## src/rtl/cdb_arbiter_pkg.sv

```systemverilog
`default_nettype none
// +----------------------------------------------------------------------------+
// | Module : cdb_arbiter_pkg                                                    |
// | Shared system definitions: datapath width and execute-lane result packet.  |
// | Rev    : 1.0                                                                |
// +----------------------------------------------------------------------------+
package cdb_arbiter_pkg;

  localparam int XLEN   = 32;
  localparam int PREG_W = 6;

  typedef struct packed {
    logic              valid;
    logic [PREG_W-1:0] dest_preg;
    logic [XLEN-1:0]   alu_result;
  } ex_packet_t;

endpackage
`default_nettype wire

```

## src/rtl/cdb_arbiter_rr_picker.sv

```systemverilog
`default_nettype none
// +----------------------------------------------------------------------------+
// | Module : rr_picker                                                          |
// | Combinational rotate-priority encoder: first set request at/after rr_ptr.  |
// | Rev    : 1.0                                                                |
// +----------------------------------------------------------------------------+
module rr_picker #(
  parameter int NUM_REQ = 4,
  parameter int IDX_W   = $clog2(NUM_REQ)
) (
  input  logic [NUM_REQ-1:0] req,
  input  logic [IDX_W-1:0]   rr_ptr,
  output logic [NUM_REQ-1:0] grant,
  output logic [IDX_W-1:0]   grant_idx,
  output logic               any_grant
);

  localparam logic [IDX_W:0] C_NUM_REQ = (IDX_W+1)'(NUM_REQ);

  always_comb begin : p_pick
    logic [IDX_W:0] w_lane;
    w_lane    = '0;
    grant     = '0;
    grant_idx = '0;
    any_grant = 1'b0;
    // rr_ptr < NUM_REQ always, so one conditional subtract wraps the sum.
    for (int k = 0; k < NUM_REQ; k++) begin
      w_lane = {1'b0, rr_ptr} + (IDX_W+1)'(k);
      if (w_lane >= C_NUM_REQ) begin
        w_lane = w_lane - C_NUM_REQ;
      end
      if (!any_grant && req[w_lane[IDX_W-1:0]]) begin
        any_grant = 1'b1;
        grant_idx = w_lane[IDX_W-1:0];
      end
    end
    if (any_grant) begin
      grant[grant_idx] = 1'b1;
    end
  end

endmodule
`default_nettype wire

```

## src/rtl/cdb_arbiter.sv

```systemverilog
`default_nettype none
// +----------------------------------------------------------------------------+
// | Module : cdb_arbiter                                                        |
// | Round-robin arbiter driving one registered CDB broadcast port from NUM_REQ |
// | lane FIFOs. Define CDB_ARB_PERF_EN to add saturating grant/stall counters. |
// | Rev    : 1.0                                                                |
// +----------------------------------------------------------------------------+
module cdb_arbiter
  import cdb_arbiter_pkg::*;
#(
  parameter int NUM_REQ = 4
`ifdef CDB_ARB_PERF_EN
  ,
  parameter int CNT_W   = 16
`endif
) (
  input  logic                       clock,
  input  logic                       reset,
  input  logic [NUM_REQ-1:0]         req_valid,
  input  ex_packet_t [NUM_REQ-1:0]   req_packet,
  output logic [NUM_REQ-1:0]         req_ready,
  input  logic                       cdb_stall,
  input  logic                       squash,
  output logic                       cdb_valid,
  output ex_packet_t                 cdb_packet,
  output logic [$clog2(NUM_REQ)-1:0] cdb_src
`ifdef CDB_ARB_PERF_EN
  ,
  output logic [NUM_REQ-1:0][CNT_W-1:0] grant_cnt,
  output logic [CNT_W-1:0]              stall_cnt
`endif
);

  localparam int ARB_IDX_W = $clog2(NUM_REQ);

  logic                 r_cdb_valid;
  ex_packet_t           r_cdb_packet;
  logic [ARB_IDX_W-1:0] r_cdb_src;
  logic [ARB_IDX_W-1:0] r_rr_ptr;

  logic                 w_load_en;
  logic [NUM_REQ-1:0]   w_grant;
  logic [ARB_IDX_W-1:0] w_grant_idx;
  logic                 w_any_grant;

  // Folding reset in keeps req_ready low while reset is held, even though the
  // cleared register would otherwise look ready to load.
  assign w_load_en = reset && !squash && (!r_cdb_valid || !cdb_stall);

  rr_picker #(
    .NUM_REQ (NUM_REQ),
    .IDX_W   (ARB_IDX_W)
  ) u_rr_picker (
    .req       (req_valid & {NUM_REQ{w_load_en}}),
    .rr_ptr    (r_rr_ptr),
    .grant     (w_grant),
    .grant_idx (w_grant_idx),
    .any_grant (w_any_grant)
  );

  assign req_ready = w_grant;

  always_ff @(posedge clock or negedge reset) begin
    if (!reset) begin
      r_cdb_valid  <= 1'b0;
      r_cdb_packet <= '0;
      r_cdb_src    <= '0;
      r_rr_ptr     <= '0;
    end else if (squash) begin
      r_cdb_valid <= 1'b0;
    end else if (w_load_en) begin
      r_cdb_valid <= w_any_grant;
      if (w_any_grant) begin
        r_cdb_packet <= req_packet[w_grant_idx];
        r_cdb_src    <= w_grant_idx;
        r_rr_ptr     <= (w_grant_idx == ARB_IDX_W'(NUM_REQ-1)) ? '0 : w_grant_idx + 1'b1;
      end
    end
  end

  assign cdb_valid  = r_cdb_valid;
  assign cdb_packet = r_cdb_packet;
  assign cdb_src    = r_cdb_src;

`ifdef CDB_ARB_PERF_EN
  logic [NUM_REQ-1:0][CNT_W-1:0] r_grant_cnt;
  logic [CNT_W-1:0]              r_stall_cnt;

  for (genvar g = 0; g < NUM_REQ; g++) begin : g_grant_cnt
    always_ff @(posedge clock or negedge reset) begin
      if (!reset) begin
        r_grant_cnt[g] <= '0;
      end else if (w_grant[g] && (r_grant_cnt[g] != {CNT_W{1'b1}})) begin
        r_grant_cnt[g] <= r_grant_cnt[g] + 1'b1;
      end
    end
  end

  always_ff @(posedge clock or negedge reset) begin
    if (!reset) begin
      r_stall_cnt <= '0;
    end else if (r_cdb_valid && cdb_stall && (r_stall_cnt != {CNT_W{1'b1}})) begin
      r_stall_cnt <= r_stall_cnt + 1'b1;
    end
  end

  assign grant_cnt = r_grant_cnt;
  assign stall_cnt = r_stall_cnt;
`endif

endmodule
`default_nettype wire
```

## config.mk

```make
export PLATFORM = sky130hd
export DESIGN_NAME = cdb_arbiter
export DESIGN_NICKNAME = d
export VERILOG_FILES = /design/src/rtl/cdb_arbiter_pkg.sv /design/src/rtl/cdb_arbiter_rr_picker.sv /design/src/rtl/cdb_arbiter.sv
export SDC_FILE = /design/constraint.sdc
export NUM_CORES = 1
export LEC_CHECK = 0
export CORE_ASPECT_RATIO = 0.8
export CORE_MARGIN = 1
export CORE_UTILIZATION = 37
export DETAILED_ROUTE_END_ITERATION = 8
export PLACE_DENSITY = 0.9
export SETUP_SLACK_MARGIN = 0.1
export SYNTH_ARGS = -nofsm -noshare
export SYNTH_HDL_FRONTEND = slang
export SYNTH_SLANG_ARGS = --single-unit
```

## constraint.sdc

```tcl
create_clock -name clock -period 11 [get_ports clock]
set_clock_uncertainty 0.1 [all_clocks]
set_input_delay 3.3 -clock clock [delete_from_list [all_inputs] [get_ports clock]]
set_output_delay 3.3 -clock clock [all_outputs]
set_load 0.01 [all_outputs]
```

Yosys cells after proc, flatten, opt, wreduce, memory -nomap -nowiden:

Index checks and enable logic that the tools add are counted.

* bits in registers: 44
* bits of input ports: 164
* word-level logic and storage cells: 70
* output and inout bits: 46

* muxes and demuxes: 28
* reductions and logical operators: 15
* order comparisons: 10
* bitwise operators: 2
* equality and inequality tests: 1
* add/subtract/negate cells: 8

Operators with widths (number)
* binary-select mux 39 bit (select 2 bit): 1
* two-way mux 39 bit: 1
* two-way mux 2 bit: 9
* less-than comparator 2 x 3 -> 1 bit (second input constant): 5
* two-way mux 1 bit: 11
* greater-or-equal comparator 3 bit (second input constant): 3
* binary-select mux 1 bit (select 2 bit): 4
* subtractor 2 x 1 -> 2 bit (second input constant): 4
* adder 2 x 2 -> 3 bit (second input constant): 2
* logical AND 1 bit: 6
* logical NOT 1 bit: 6
* AND 4 bit: 1
* two-way mux 4 bit: 1
* adder 2 x 1 -> 3 bit (second input constant): 1
* greater-or-equal comparator 2 x 3 -> 1 bit (second input constant): 1
* AND reduction 3 bit: 1
* adder 2 x 1 -> 2 bit (second input constant): 1
* demux 1 bit (select 2 bit): 1
* == test 2 bit (second input constant): 1
* greater-or-equal comparator 2 x 1 -> 1 bit (second input constant): 1
* nonzero test 2 bit: 1
* logical OR 1 bit: 1
* NOT 1 bit: 1

Logic depth before layout (Yosys ltp):

Gate-level depths: netlist of run 1.

* depth after elaboration: 21
* depth in mapped cells: 9
* depth with buffers taken out: 7

Cells and area by module:

A second synthesis of run 1 with hierarchy kept.

* cells, all modules: 185
* area total of the unflattened synthesis: 2875.3 um^2

By module, submodules not included
* cdb_arbiter: times used 1, area an instance 2663.8 um^2, cells an instance 152
* rr_picker: times used 1, area an instance 211.5 um^2, cells an instance 33

Least setup slack after synthesis of run 1:

No wires, ideal clock.

* kind: in2out
* from: input port req_valid[3]
* to: output port req_ready[3]
* path buffers: 2
* stages on the path: 8
* setup slack: 2.858 ns
* arrival: 4.742 ns
* path through: nor2b_1 > o21ai_1 > and3_1 > buf_2 > clkbuf_1 > and2_1 > ha_1 > and2_1

* cells in the longest elaborated chain, start to end: 18
* elaborated cells between the ends (all ways): 29
* classes of those cells: order compare (2); mux (19); bitwise (1); reduce/logical (7)

Ends and longest elaborated chain
* start: declaration: line cdb_arbiter.sv:19 `input logic [NUM_REQ-1:0] req_valid,`
* AND 4 bit *: line cdb_arbiter.sv:54 `.req (req_valid & {NUM_REQ{w_load_en}}),`
* binary-select mux 1 bit (select 2 bit): line cdb_arbiter_rr_picker.sv:32 `if (!any_grant && req[w_lane[IDX_W-1:0]]) begin`
* two-way mux 1 bit (not written as such): line cdb_arbiter_rr_picker.sv:32
* two-way mux 1 bit: line cdb_arbiter_rr_picker.sv:32
* logical NOT 1 bit: line cdb_arbiter_rr_picker.sv:32
* logical AND 1 bit: line cdb_arbiter_rr_picker.sv:32
* two-way mux 1 bit: line cdb_arbiter_rr_picker.sv:32
* logical NOT 1 bit: line cdb_arbiter_rr_picker.sv:32
* [2 not listed]
* logical NOT 1 bit: line cdb_arbiter_rr_picker.sv:32
* logical AND 1 bit: line cdb_arbiter_rr_picker.sv:32
* two-way mux 2 bit: line cdb_arbiter_rr_picker.sv:32
* less-than comparator 2 x 3 -> 1 bit (not written as such) or greater-or-equal comparator 2 x 1 -> 1 bit (tied branches): line cdb_arbiter_rr_picker.sv:38 `grant[grant_idx] = 1'b1;`
* logical AND 1 bit (not written as such): line cdb_arbiter_rr_picker.sv:38
* two-way mux 1 bit (not written as such): line cdb_arbiter_rr_picker.sv:38
* demux 1 bit (select 2 bit)
* two-way mux 4 bit *: line cdb_arbiter_rr_picker.sv:37 `if (any_grant) begin`
* end: declaration: line cdb_arbiter.sv:21 `output logic [NUM_REQ-1:0] req_ready,`

Mark *: on every way between the ends. The rest lies on a longest branch, timed or not. The select of a mux whose other input is x is not followed.

Final worst setup path of run 1:

Same ends and word-level chain as after synthesis.

==> out/results.md, run 1 <==
| Parameter | Value |
|---|---|
| Setup TNS after final layout | 0 ns |
| Number of setup buffers added after CTS | 0 |
| Global-route wire length before repair | 16.4 mm |
| Core Footprint | 0.00706 mm² |
| Switching power | 0.000232 W |
| Clock tree from TritonCTS | yes |
| Cts bufs inserted | 5 |
| Placement row count | 27 |
| Most used cells in the layout excluding fill and tap cells | 208 x sky130_fd_sc_hd__clkdlybuf4s50_1, 47 x sky130_fd_sc_hd__nand2_1, 44 x sky130_fd_sc_hd__dfrtp_1 |
| Share of power burned in the clock network | 0.160 |
| Half-perimeter wire length after detailed placement | 7.99 mm |
| Number of distinct library cells after synthesis | 32 |
| Count of flip-flops with a built-in enable after synthesis | 0 |
| Leading register cell type out of synthesis | sky130_fd_sc_hd__dfrtp_1 |
| Count of antenna-violating nets left after detailed routing | 0 |
| Worst path required time | 7.60 ns |
| Endpoint class of the critical path | primary output |
| Remaining design rule violation count | 0 |
| Worst hold start | cdb_src[1] |
| Antenna violations before repair | 0 |
| Cell Pwr Density | 139 mW/mm² |
| Final Instance Area | 0.00494 mm² |
| Data arrival time at the worst-slack endpoint | 6.16 ns |
| Sequential share of the synthesized area | 0.399 |
| Final Max Tran Viols | 0 |
| Warnings, synthesis | 0 |
| LEAKAGE | 1.86 nW |
| Cell area after technology mapping | 0.00276 mm² |
| Total placed cells including tap cells | 588 |
| Global route overflow | 0 |
| Share of the cycle needed by the critical path after routing | 0.869 |
| Worst-skew pair later-pin latency | 0.28 ns |
| Sequential fraction of design power | 0.352 |
| Final weighted congestion in routability-driven placement | 0.808 |
| Start-to-end type of the worst setup path | in -> out |
| Growth of design area from synthesis to finish | 79.0% |
| Area of placed instances | 0.00484 mm² |
| Area of the multi-input gates | 0.00148 mm² |
| Critical path startpoint category | input port |
| Layout cells sized above 1 | 0.0591 |
| Clock-pin slew of the registers on the worst-case setup and hold paths | 0.08 ns |
| Post-synth net total | 486 |
| Initial DRT Pass Iterations | 4 |
| Number of antenna repair diodes | 0 |
| Worst VDD drop | 0.0000894 V |
| Startpoint of the most critical setup path | req_valid[3] |
| Total via count in the routed design | 3480 |
| Full die area | 0.00781 mm² |
| Total Routing Usage GR | 0.268 |
| Max-cap viol count | 0 |
| Y dimension of the die | 79.3 µm |
| Via density | 5.85 |
| Top area cells in the synthesized netlist | sky130_fd_sc_hd__dfrtp_1 40%, sky130_fd_sc_hd__o32ai_1 11%, sky130_fd_sc_hd__a211oi_1 9.5%, sky130_fd_sc_hd__a21oi_1 7.1%, sky130_fd_sc_hd__nand2_1 6.4% |
| Hold crit path type | reg -> reg |
| Net total in the final layout | 673 |
| Average wire length per cell after detail routing | 18.1 µm |
| Proportion of power drawn by combinational gates | 0.488 |
| Fill count | 540 |
| Flops & latches, synth | 44 |
| Number of hold buffers added after cts | 0 |
| Minimum period implied by the final worst setup slack | 9.56 ns |
| Area leader, netlist | sky130_fd_sc_hd__dfrtp_1 |
| Port-buffer cells | 209 |
| Status | completed |
| Top cell type's share of synthesized area | 0.399 |
| Slew margin rel. | 0.417 |
| DRC violation total after the first TritonRoute iteration | 173 |
| Synthesized area per cell | 8.60 µm² |
| Final Hold Violating Endpoints | 0 |
| Setup Viol. Count Final | 0 |
| Syn Inst Count | 321 |
| Unrepaired setup endpoints after global routing | no |
| Internal power | 0.000452 W |
| Area used by sequential logic in the layout | 0.00110 mm² |
| Upper clock frequency limit | 105 MHz |
| # resized after CTS | 0 |
| Most common library cell in the layout ignoring fill and taps | sky130_fd_sc_hd__clkdlybuf4s50_1 |
| DRT Wirelength | 10.8 mm |
| Critical-path maximum fanout | 23 |
| CTS sink count | 44 |
| Worst R2R Start | cdb_valid |
| Number of global-route vias before repair | 3532 |
| Async set-or-reset flop fraction in the synthesized netlist | 1.00 |
| H-Tree Depth | 2 |
| Die Span X | 98.6 µm |
| Buffer type at the clock tree root | sky130_fd_sc_hd__clkbuf_8 |
| Switching share of power | 0.340 |
| Number of buffers on the longest clock path | 2 |
| Largest net degree at the start of global routing | 80 |
| Initial cell density of the core | 0.391 |
| Number of top-level pins | 210 |
| Final std cells w/o fill | 595 |
| Slew of the pin with the lowest slew margin | 0.874 ns |
==> worst max-delay path, cell delays in order <==
cell,delay [ns]
sky130_fd_sc_hd__clkdlybuf4s50_1,0.57
sky130_fd_sc_hd__and3b_1,0.21
sky130_fd_sc_hd__o21ai_0,0.30
sky130_fd_sc_hd__nand3_2,0.43
sky130_fd_sc_hd__buf_4,0.38
sky130_fd_sc_hd__inv_1,0.12
sky130_fd_sc_hd__ha_1,0.18
sky130_fd_sc_hd__and2_1,0.14
sky130_fd_sc_hd__clkdlybuf4s50_1,0.54
==> sequential cells by signal, summed over array words and instances (netlist names) <==
register	count
cdb_packet	39
cdb_src	2
cdb_valid	1
r_rr_ptr	2
==> path summary, 6_finish.rpt <==
check,slack (ns),cells after the start,to
max,1.44,9,req_ready[3]
min,0.40,2,cdb_src[1]
max reg2reg,8.21,6,cdb_packet[7]
min reg2reg,0.40,2,cdb_src[1]
max in group asynchronous,7.20,2,cdb_src[1]
min in group asynchronous,2.88,1,cdb_valid
==> routing by layer <==
layer | share of wire | GRT usage
met1 | 0.38 | 0.302
met2 | 0.50 | 0.488
met3 | 0.087 | 0.0634
met4 | 0.032 | 0.113
met5 | 0 | 0
==> layout make-up <==
type,instances,area share
flip-flops and latches,44,0.223
multi-input cells,235,0.299
clock buffers,7,0.0195
inverters,8,0.00608
repair buffers,214,0.430
well taps,87,0.0220
==> cells by family (layout without fill, tap and decap cells) <==
family | count (synthesis) | in the layout | synth area share
mux | 1 | 1 | 0.00363
flops | 44 | 44 | 0.399
buf+inv | 42 | 229 | 0.0698
compound gates | 131 | 131 | 0.354
fa+ha+maj | 1 | 1 | 0.00453
simple gates | 102 | 102 | 0.169
==> power by group through the flow <==
stage / combinational, W / sequential (W) / clock, W
global route: 0.000358 / 0.000247 / 0.000118
floorplan: 0.000123 / 0.000262 / 0
global placement: 0.000326 / 0.000242 / 0
detailed placement: 0.000335 / 0.000243 / 0
CTS: 0.000336 / 0.000241 / 0.000111
finish: 0.000334 / 0.000241 / 0.000109
==> synth_stat cells, types with 2 or more instances <==
| master | number |
|---|---|
| sky130_fd_sc_hd__nand2_1 | 47 |
| sky130_fd_sc_hd__dfrtp_1 | 44 |
| sky130_fd_sc_hd__a21oi_1 | 39 |
| sky130_fd_sc_hd__a211oi_1 | 35 |
| sky130_fd_sc_hd__nor3_1 | 34 |
| sky130_fd_sc_hd__o32ai_1 | 34 |
| sky130_fd_sc_hd__clkbuf_1 | 23 |
| sky130_fd_sc_hd__a211oi_2 | 10 |
| sky130_fd_sc_hd__nor2_1 | 9 |
| sky130_fd_sc_hd__inv_1 | 8 |
| sky130_fd_sc_hd__a31oi_1 | 5 |
| sky130_fd_sc_hd__buf_2 | 4 |
| sky130_fd_sc_hd__buf_4 | 4 |
| sky130_fd_sc_hd__a21o_1 | 2 |
| sky130_fd_sc_hd__and2_1 | 2 |
| sky130_fd_sc_hd__buf_6 | 2 |
| sky130_fd_sc_hd__nand3_1 | 2 |
| sky130_fd_sc_hd__nand3b_1 | 2 |
| sky130_fd_sc_hd__o21ai_0 | 2 |
==> stage by stage <==
step / power, W / hold WS [ns] / utilization / setup WS [ns]
finish: 0.000684 / 0.396 / 0.700 / 1.44
global route: 0.000722 / 0.413 / 0.700 / 1.27
CTS: 0.000688 / 0.396 / 0.700 / 1.45
detailed placement: 0.000578 / 0.378 / 0.686 / 1.46
global placement: 0.000568 / 0.362 / 0.686 / 1.59
floorplan: 0.000386 / 0.398 / - / 2.86
No activity file was read; power rests on OpenSTA's default activity.
==> run 2, diff against run 1 <==
--- a/config.mk
+++ b/config.mk
@@ -10,6 +10,7 @@
 export CORE_UTILIZATION = 37
 export DETAILED_ROUTE_END_ITERATION = 8
 export PLACE_DENSITY = 0.9
+export RECOVER_POWER = 50
 export SETUP_SLACK_MARGIN = 0.1
 export SYNTH_ARGS = -nofsm -noshare
 export SYNTH_HDL_FRONTEND = slang
==> out/results.md, run 2 (synthesis gave the netlist of run 1 again) <==
| Parameter | Value |
|---|---|
| Status | completed |
| LEAKAGE | 1.84 nW |
| Cell Pwr Density | 137 mW/mm² |
| Number of global-route vias before repair | 3532 |
| Hold-critical path depth | 2 |
| Max-cap viol count | 0 |
| Clock tree from TritonCTS | yes |
| Setup TNS after final layout | 0 ns |
| Y dimension of the die | 79.3 µm |
| Capturing point of the worst reg2reg path | cdb_packet[7] |
| Endpoint class of the critical path | primary output |
| Initial cell density of the core | 0.391 |
| Worst path required time | 7.60 ns |
| Delay of the slowest cell on the worst path | 0.57 ns |
| Number of flip-flops under the largest register name | 39 |
| Cts bufs inserted | 5 |
| Final Max Tran Viols | 0 |
| Full die area | 0.00781 mm² |
| Critical path startpoint category | input port |
| Total via count in the routed design | 3470 |
| Core Footprint | 0.00706 mm² |
| Global route overflow | 0 |
| Hold_ws | 0.381 ns |
| DRC violation total after the first TritonRoute iteration | 188 |
| Worst hold start | cdb_src[1] |
| Buffer type at the clock tree root | sky130_fd_sc_hd__clkbuf_8 |
| Worst-skew pair later-pin latency | 0.28 ns |
| Setup Viol. Count Final | 0 |
| Antenna violations before repair | 0 |
| Remaining design rule violation count | 0 |
| Hold crit path type | reg -> reg |
| Port-buffer cells | 209 |
| Total Routing Usage GR | 0.268 |
| Layout cells sized above 1 | 0.0571 |
| Path depth of the worst reg2reg path | 6 |
| Number of hold buffers added after cts | 0 |
| Cell at the slowest stage of the critical path | sky130_fd_sc_hd__clkdlybuf4s50_1 |
| Minimum period implied by the final worst setup slack | 9.57 ns |
| Average wire length per cell after detail routing | 18.1 µm |
| Number of buffers on the longest clock path | 2 |
| Die Span X | 98.6 µm |
| Most common library cell in the layout ignoring fill and taps | sky130_fd_sc_hd__clkdlybuf4s50_1 |
| Worst R2R Start | cdb_valid |
| CTS sink count | 44 |
| Largest net degree at the start of global routing | 80 |
| # resized after CTS | 0 |
| Clock-pin slew of the registers on the worst-case setup and hold paths | 0.08 ns |
| Count of antenna-violating nets left after detailed routing | 0 |
| Number of top-level pins | 210 |
| Via density | 5.83 |
| Final weighted congestion in routability-driven placement | 0.808 |
| Final Hold Violating Endpoints | 0 |
| Start-to-end type of the worst setup path | in -> out |
| Upper clock frequency limit | 104 MHz |
| Number of setup buffers added after CTS | 0 |
| Placement row count | 27 |
| Worst VDD drop | 0.0000871 V |
| Most used cells in the layout excluding fill and tap cells | 186 x sky130_fd_sc_hd__clkdlybuf4s50_1, 47 x sky130_fd_sc_hd__nand2_1, 44 x sky130_fd_sc_hd__dfrtp_1 |
| H-Tree Depth | 2 |
| Critical-path maximum fanout | 23 |
| Net total in the final layout | 673 |
| Crit path cell chain | clkdlybuf4s50_1 -> and3b_1 -> o21ai_0 -> nand3_2 -> buf_4 -> inv_1 -> ha_1 -> and2_1 -> clkdlybuf4s50_1 |
| Startpoint of the most critical setup path | req_valid[3] |
| Cell mode on critical path | sky130_fd_sc_hd__clkdlybuf4s50_1 |
| Number of antenna repair diodes | 0 |
| Half-perimeter wire length after detailed placement | 7.99 mm |
| Endpoint of the worst hold-timing path | cdb_src[1] |
| Setup slack, reg-to-reg | 8.20 ns |
| Slew of the pin with the lowest slew margin | 1.34 ns |
| Share of the cycle needed by the critical path after routing | 0.870 |
| Data arrival time at the worst-slack endpoint | 6.17 ns |
| Slew margin rel. | 0.104 |
| Initial DRT Pass Iterations | 4 |
| Global-route wire length before repair | 16.4 mm |
| DRT Wirelength | 10.8 mm |
| Unrepaired setup endpoints after global routing | no |
| Growth of design area from synthesis to finish | 78.8% |
run 2: cell count changes in the layout (fill, tap and decap cells not counted), sizes merged:
cell           previous run  this run
clkdlybuf4s50           208       186
dlygate4sd3               0        22
buf                       6         5
clkbuf                    7         8
run 2: area by class of cell:
class / instances / area (µm²)
Fill cell: 542 / 2120
Timing Repair Buffer: 214 / 2120
Multi-Input combinational cell: 235 / 1480
Sequential cell: 44 / 1100
Tap cell: 87 / 109
Clock buffer: 7 / 96.3
Inverter: 8 / 30.0
run 2: worst max path at each step:
stage                        end  slack, ns  cells past startpoint
floorplan           req_ready[3]       2.86                      8
global placement    req_ready[3]       1.59                      9
detailed placement  req_ready[3]       1.46                      9
CTS                 req_ready[3]       1.45                      9
global route        req_ready[3]       1.27                      9
finish              req_ready[3]       1.43                      9
run 2: where the power goes:
| group | switching (W) | internal, W |
|---|---|---|
| Sequential | 0.0000293 | 0.000210 |
| Combinational | 0.000149 | 0.000176 |
| Clock | 0.0000539 | 0.0000560 |
run 2: per-stage QoR:
stage                     setup WS [ns]  utilization  power, W  cell area [µm²]  cells
final                              1.43        0.699  0.000674             4940    595
after global routing               1.27        0.699  0.000712             4940    595
after CTS                          1.45        0.700  0.000688             4940    595
after detailed placement           1.46        0.686  0.000578             4840    588
after global placement             1.59        0.686  0.000568             4840    588
after floorplan                    2.86            -  0.000386             2760    321
run 2: critical path: cells and delay by family:
family                     cells  cell delay, ns
AOI/OAI and AO/OA              1            0.30
and+or+nand+nor                3            0.78
adders and majority gates      1            0.18
buffers and inverters          4            1.62
run 2: per-layer routing:
| metal | wire, µm | share of wire | track usage |
|---|---|---|---|
| met3 | 967 | 0.090 | 0.0634 |
| met1 | 4150 | 0.38 | 0.302 |
| met2 | 5360 | 0.50 | 0.488 |
| met4 | 312 | 0.029 | 0.113 |
| met5 | 0 | 0 | 0 |
